`src/rtl/qtr_pkg.sv`:
```
// rtl/qtr_pkg.sv - shared tile geometry, sprite codes and slot record for queue_tile_renderer
package qtr_pkg;

    localparam int TILE      = 30;
    localparam int ROM_DEPTH = TILE * TILE;
    localparam int ADDR_W    = $clog2(ROM_DEPTH);

    localparam logic [2:0] NUM_BLANK = 3'd4;

    typedef enum logic [1:0] {
        COL_RED    = 2'd0,
        COL_GREEN  = 2'd1,
        COL_BLUE   = 2'd2,
        COL_YELLOW = 2'd3
    } color_e;

    typedef struct packed {
        logic [1:0] color;
        logic [2:0] number;
    } slot_t;

    typedef enum logic [1:0] {
        ST_IDLE = 2'd0,
        ST_TILE = 2'd1,
        ST_DONE = 2'd2
    } hstate_t;

    // ty*30 as ty*32 - ty*2, keeping the row base multiplier-free
    function automatic logic [ADDR_W-1:0] row_base(input logic [4:0] ty);
        logic [ADDR_W-1:0] t;
        t = {{(ADDR_W-5){1'b0}}, ty};
        return (t << 5) - (t << 1);
    endfunction

endpackage

```
`src/rtl/qtr_slot_regs.sv`:
```
// rtl/qtr_slot_regs.sv - per-slot colour/number register file, one write and one read port
module qtr_slot_regs
    import qtr_pkg::*;
#(
    parameter int NSLOT = 8,
    parameter int SW    = $clog2(NSLOT)
) (
    input  logic          clk,
    input  logic          rst,
    input  logic          we,
    input  logic [SW-1:0] wr_idx,
    input  logic [1:0]    wr_color,
    input  logic [2:0]    wr_number,
    input  logic [SW-1:0] rd_idx,
    output logic [1:0]    rd_color,
    output logic [2:0]    rd_number
);

    slot_t regs [NSLOT];

    always_ff @(posedge clk or posedge rst) begin
        if (rst) begin
            for (int i = 0; i < NSLOT; i++) begin
                regs[i] <= '{color: COL_RED, number: NUM_BLANK};
            end
        end else if (we) begin
            regs[wr_idx] <= '{color: wr_color, number: wr_number};
        end
    end

    // Read sees the pre-write contents, so a same-cycle snapshot keeps the old value
    assign rd_color  = regs[rd_idx].color;
    assign rd_number = regs[rd_idx].number;

endmodule

```
`src/rtl/queue_tile_renderer.sv`:
```
// rtl/queue_tile_renderer.sv - renders an NSLOT-tile queue strip from the sprite ROM, 3-cycle latency
// Optional macro TILE_BORDER_EN: white frame on the outer ring of each tile.
module queue_tile_renderer
    import qtr_pkg::*;
#(
    parameter int          NSLOT    = 8,
    parameter int          ORG_X    = 100,
    parameter int          ORG_Y    = 400,
    parameter logic [7:0]  BG_COLOR = 8'h00,
    parameter int          SW       = $clog2(NSLOT)
) (
    input  logic              clk,
    input  logic              rst,
    input  logic [9:0]        pix_x,
    input  logic [9:0]        pix_y,
    input  logic              pix_valid,
    input  logic              slot_we,
    input  logic [SW-1:0]     slot_idx,
    input  logic [1:0]        slot_color,
    input  logic [2:0]        slot_number,
    output logic [ADDR_W-1:0] rom_addr,
    output logic [1:0]        rom_color,
    output logic [2:0]        rom_number,
    input  logic [7:0]        rom_data,
    output logic [7:0]        pix_out,
    output logic              pix_out_valid,
    output logic              in_strip
);

    hstate_t       state, state_nx;
    logic [4:0]    tx, tx_nx, tx_c;
    logic [SW-1:0] slot, slot_nx, slot_c;
    logic [9:0]    exp_x, exp_x_nx;
    logic [9:0]    dy;
    logic [4:0]    ty;
    logic          row_hit, entry, cont, hit, border_c;
    logic [1:0]    rd_color, snap_color, cur_color;
    logic [2:0]    rd_number, snap_number, cur_number;
    logic          v1, s1, b1, v2, s2, b2;

    assign dy      = pix_y - 10'(ORG_Y);
    assign row_hit = dy < 10'(TILE);
    assign ty      = dy[4:0];

    assign entry  = (state == ST_IDLE) && pix_valid && row_hit && (pix_x == 10'(ORG_X));
    assign cont   = (state == ST_TILE) && pix_valid && row_hit && (pix_x == exp_x);
    assign hit    = entry || cont;
    assign tx_c   = entry ? 5'd0 : tx;
    assign slot_c = entry ? '0 : slot;

    always_comb begin
        state_nx = state;
        tx_nx    = tx;
        slot_nx  = slot;
        exp_x_nx = exp_x;
        case (state)
            ST_IDLE: if (entry) state_nx = ST_TILE;
            ST_TILE: if (pix_valid && !cont) state_nx = ST_IDLE;
            ST_DONE: if (!pix_valid) state_nx = ST_IDLE;
            default: state_nx = ST_IDLE;
        endcase
        if (hit) begin
            exp_x_nx = pix_x + 10'd1;
            if (tx_c == 5'(TILE - 1)) begin
                tx_nx   = 5'd0;
                slot_nx = slot_c + SW'(1);
                if (slot_c == SW'(NSLOT - 1)) state_nx = ST_DONE;
            end else begin
                tx_nx   = tx_c + 5'd1;
                slot_nx = slot_c;
            end
        end
    end

    always_ff @(posedge clk or posedge rst) begin
        if (rst) begin
            state <= ST_IDLE;
            tx    <= 5'd0;
            slot  <= '0;
            exp_x <= 10'd0;
        end else begin
            state <= state_nx;
            tx    <= tx_nx;
            slot  <= slot_nx;
            exp_x <= exp_x_nx;
        end
    end

    qtr_slot_regs #(.NSLOT(NSLOT), .SW(SW)) u_slot_regs (
        .clk       (clk),
        .rst       (rst),
        .we        (slot_we),
        .wr_idx    (slot_idx),
        .wr_color  (slot_color),
        .wr_number (slot_number),
        .rd_idx    (slot_c),
        .rd_color  (rd_color),
        .rd_number (rd_number)
    );

    // First pixel of a tile uses the live read; the rest of the tile uses the latched copy
    assign cur_color  = (tx_c == 5'd0) ? rd_color  : snap_color;
    assign cur_number = (tx_c == 5'd0) ? rd_number : snap_number;

`ifdef TILE_BORDER_EN
    assign border_c = (tx_c == 5'd0) || (tx_c == 5'(TILE - 1)) || (ty == 5'd0) || (ty == 5'(TILE - 1));
`else
    assign border_c = 1'b0;
`endif

    always_ff @(posedge clk or posedge rst) begin
        if (rst) begin
            snap_color  <= COL_RED;
            snap_number <= NUM_BLANK;
            rom_addr    <= '0;
            rom_color   <= COL_RED;
            rom_number  <= NUM_BLANK;
            v1 <= 1'b0; s1 <= 1'b0; b1 <= 1'b0;
            v2 <= 1'b0; s2 <= 1'b0; b2 <= 1'b0;
            pix_out       <= BG_COLOR;
            pix_out_valid <= 1'b0;
            in_strip      <= 1'b0;
        end else begin
            if (hit && tx_c == 5'd0) begin
                snap_color  <= rd_color;
                snap_number <= rd_number;
            end
            v1 <= pix_valid;
            s1 <= hit;
            b1 <= hit && border_c;
            if (hit) begin
                rom_addr   <= row_base(ty) + {{(ADDR_W-5){1'b0}}, tx_c};
                rom_color  <= cur_color;
                rom_number <= cur_number;
            end else begin
                rom_addr   <= '0;
                rom_color  <= COL_RED;
                rom_number <= NUM_BLANK;
            end
            v2 <= v1;
            s2 <= s1;
            b2 <= b1;
            pix_out       <= s2 ? (b2 ? 8'hFF : rom_data) : BG_COLOR;
            pix_out_valid <= v2;
            in_strip      <= s2;
        end
    end

endmodule

```
`config.mk`:
```
export PLATFORM = sky130hd
export DESIGN_NAME = queue_tile_renderer
export DESIGN_NICKNAME = d
export VERILOG_FILES = /design/src/rtl/qtr_pkg.sv /design/src/rtl/qtr_slot_regs.sv /design/src/rtl/queue_tile_renderer.sv
export SDC_FILE = /design/constraint.sdc
export NUM_CORES = 1
export LEC_CHECK = 0
export CAP_MARGIN = 20
export CELL_PAD_IN_SITES_DETAIL_PLACEMENT = 1
export CELL_PAD_IN_SITES_GLOBAL_PLACEMENT = 1
export CORE_ASPECT_RATIO = 0.7
export CORE_UTILIZATION = 39
export DETAILED_ROUTE_END_ITERATION = 10
export PLACE_DENSITY_LB_ADDON = 0.2
export SYNTH_ARGS = -nofsm -noshare
export SYNTH_HDL_FRONTEND = slang
export SYNTH_SLANG_ARGS = --single-unit
export TNS_END_PERCENT = 1
```
`constraint.sdc`:
```
create_clock -name clk -period 3.4 [get_ports clk]
set_input_delay 0.34 -clock clk [delete_from_list [all_inputs] [get_ports clk]]
set_output_delay 0.34 -clock clk [all_outputs]
set_load 0.05 [all_outputs]
```
==> results.toml <==
[outcome]
status = "finished, final reports clean"

[layout]
nFillCells = 1261
synthToLayoutAreaGrowth_pct = 32.2
drive_gt1_frac = 0.271
post-route-util = 0.531
n_antenna_cell = 0
final_nets = 570
fin_cells = 678

[pwr]
powerDensity_nw_per_um2 = 434
p_leak_nw = 2.79
vdd_ir_drop_max_mv = 0.303

[critical_path]
worstPathRequired_ns = 3.68
r2r_start = "state[1]"
crit_fanout = 3
criticalPathCategory = "in2reg"
r2r_setup_slack_ns = 0.38
worstPathArrival_ns = 3.57
startpoint_type = "input port"
cp-end-kind = "register"
crit_start = "pix_y[4]"
reg2regPathDepth = 12
r2r-end = "rom_addr[9]"

[floorplan]
core_area_um2 = 11700
die_h_um = 93.9
die_area_um2 = 12500
row_count = 33
die_w_um = 133
floorplan.initialDensity = 0.402
ioPinCount = 65

[sta]
slew_viol_final = 0
period_minus_slack_ns = 3.29
fin_ws_ns = 0.109
setup-tns-final_ns = 0
fmaxAchievable_ghz = 0.304
skew_ns = 0.00675
finalSetupViolations = 0
fin_hold_ws_ns = 0.353
post-route-period-util = 0.968
tightest_slew_ns = 0.989
relSlewSlack = 0.339
hold_viol = 0

[place]
place_inst = 661
gp_congestion = 0.873
place_ws_ns = -0.524
dp_hpwl_mm = 8.72
numPortBuffers = 64

[clock_network]
cts_tree = "done"
hold_buffers = 0
h-tree-depth = 3
root_buffer = "clkbuf_16"
cts_buffer_depth = 2
clkLatencyLatePin_ns = 0.35
cts.clk_slew.worst_paths_ns = 0.07
cts_made_buffers = 9
cts.sinks = 94

[synthesis]
synthTopCellsByArea = "dfrtp_1 (45%), mux2_2 (9.8%), dfstp_2 (5.6%)"
synth_area_um2 = 4710
ys_types = 60
synth_top_area_frac = 0.446
ys_seq_area_frac = 0.502
ys_warn_count = 0
avgSynthCellArea_um2 = 11.5
synth_area_leader_cell = "dfrtp_1"
synth-main-ff-cell = "dfrtp_1"
synthesis.nets = 465
synth_seq_cells = 94
synth-edff-count = 0
synth-async-reset-ratio = 1.00
syn_inst = 411

[grt]
grt_pass1_vias = 3792
grt_use_total = 0.212
grt_max_degree = 61
antenna_found_initial = 0
grt-ovfl-total = 0
grt_pass1_wl_mm = 20.2

[routing]
vias_per_cell = 5.29
post_drt_wl_per_cell_um = 18.2
firstDrtPassIters = 4
vias = 3590
drt_iter0_markers = 120
drt_wl_total_mm = 12.3
final_antenna_net_count = 0
drc = 0

[worst_hold_path]
hold_start = "v2"
hold_path_end = "pix_out_valid"
hold_path_class = "reg2reg"
hold_depth = 0

[job]
maxCapViolations = 0
-- cells by family after synthesis --
kind of cell               synth area share
and+or+nand+nor                       0.134
DFF                                   0.502
AOI/OAI and AO/OA                     0.111
muxes                                 0.143
buffers and inverters                0.0260
xor gates and xnor gates             0.0465
adders and majority gates            0.0372
-- cell usage after synthesis (4+ instances only) --
library cell,count
dfrtp_1,84
mux2_2,41
nand2_1,23
nor2_1,21
o21ai_0,21
xor2_1,18
inv_1,16
and2_1,15
clkbuf_1,14
ha_1,14
a21oi_1,13
dfstp_2,10
a21o_1,9
nand3_1,8
nor3_1,7
xnor2_1,7
mux2i_1,6
mux4_2,5
nand4_1,5
a211oi_1,4
nand2b_1,4
nand4b_1,4
-- layer usage --
metal / share of wire / routed length (um) / track usage
met1: 0.49 / 6040 / 0.292
met3: 0.046 / 570 / 0.0539
met2: 0.45 / 5520 / 0.328
met5: 0 / 0 / 0
met4: 0.014 / 173 / 0.0644
-- metrics by stage --
step | power [mW] | cell area, um2
final | 2.70 | 6230
after detailed placement | 1.67 | 5840
after global placement | 1.65 | 5840
after CTS | 2.73 | 6170
after floorplan | 1.51 | 4710
after global routing | 2.82 | 6230
-- registers in the layout, summed over array words and instances (netlist names), 2 cells and up --
register and flops:
exp_x 10, pix_out 8, rom_addr 10, rom_color 2
rom_number 3, slot 3, snap_color 2, snap_number 3
state 2, tx 5, u_slot_regs.regs 40
-- area by class of cell --
class / count / area [um2] / share of cell area
clock buffer: 9 / 225 / 0.0362
clock inverter: 7 / 81.3 / 0.0131
inverter: 16 / 61.3 / 0.00985
multi-input combinational: 285 / 2300 / 0.369
sequential: 94 / 2360 / 0.380
tap: 157 / 196 / 0.0315
timing repair buffer: 110 / 1000 / 0.161
-- where the power goes --
part,switching (mW),total [mW],internal (mW)
Clock,0.469,1.05,0.582
Sequential,0.0540,1.29,1.24
Combinational,0.155,0.360,0.204
Total,0.679,2.70,2.03
-- worst max-delay path, stage by stage --
cell             delay (ns)
clkdlybuf4s50_1        0.48
inv_1                  0.07
ha_1                   0.21
o31a_1                 0.34
or4_4                  0.56
buf_4                  0.16
buf_4                  0.13
and2_1                 0.16
ha_2                   0.18
a211oi_2               0.30
buf_4                  0.18
inv_1                  0.04
o311a_1                0.33
nor3_2                 0.10
-- timing repair --
action,in CTS,in global routing
setup endpoints to repair,5,12
resized for setup,4,11
buffers inserted,0,1
pin swaps,1,6
-- placed cells by master (no fill, tap or decap), types with 8 or more instances in the layout --
cell type        netlist  final
nand2_1               23     22
xor2_1                18     18
nand3_1                8      8
dfrtp_1               84     84
and2_1                15     15
o21ai_0               21     20
a21oi_1               13     11
dfstp_2               10     10
clkdlybuf4s50_1        0     63
nor2_1                21     20
mux2_2                41     41
ha_1                  14     11
clkbuf_16              0      9
a21o_1                 9      9
buf_4                  0     45
inv_1                 16     15
-- worst max path at each step --
stage | cells after the start | slack (ns) | end
2_1_floorplan | 15 | 0.14 | rom_addr[9]
3_5_place_dp | 16 | -0.52 | rom_addr[9]
5_1_grt | 14 | -0.002 | rom_addr[9]
3_3_place_gp | 16 | -0.26 | rom_addr[9]
6_report | 14 | 0.11 | rom_addr[9]
4_1_cts | 16 | 0.02 | rom_addr[9]
No activity file was read; power rests on OpenSTA's default activity.
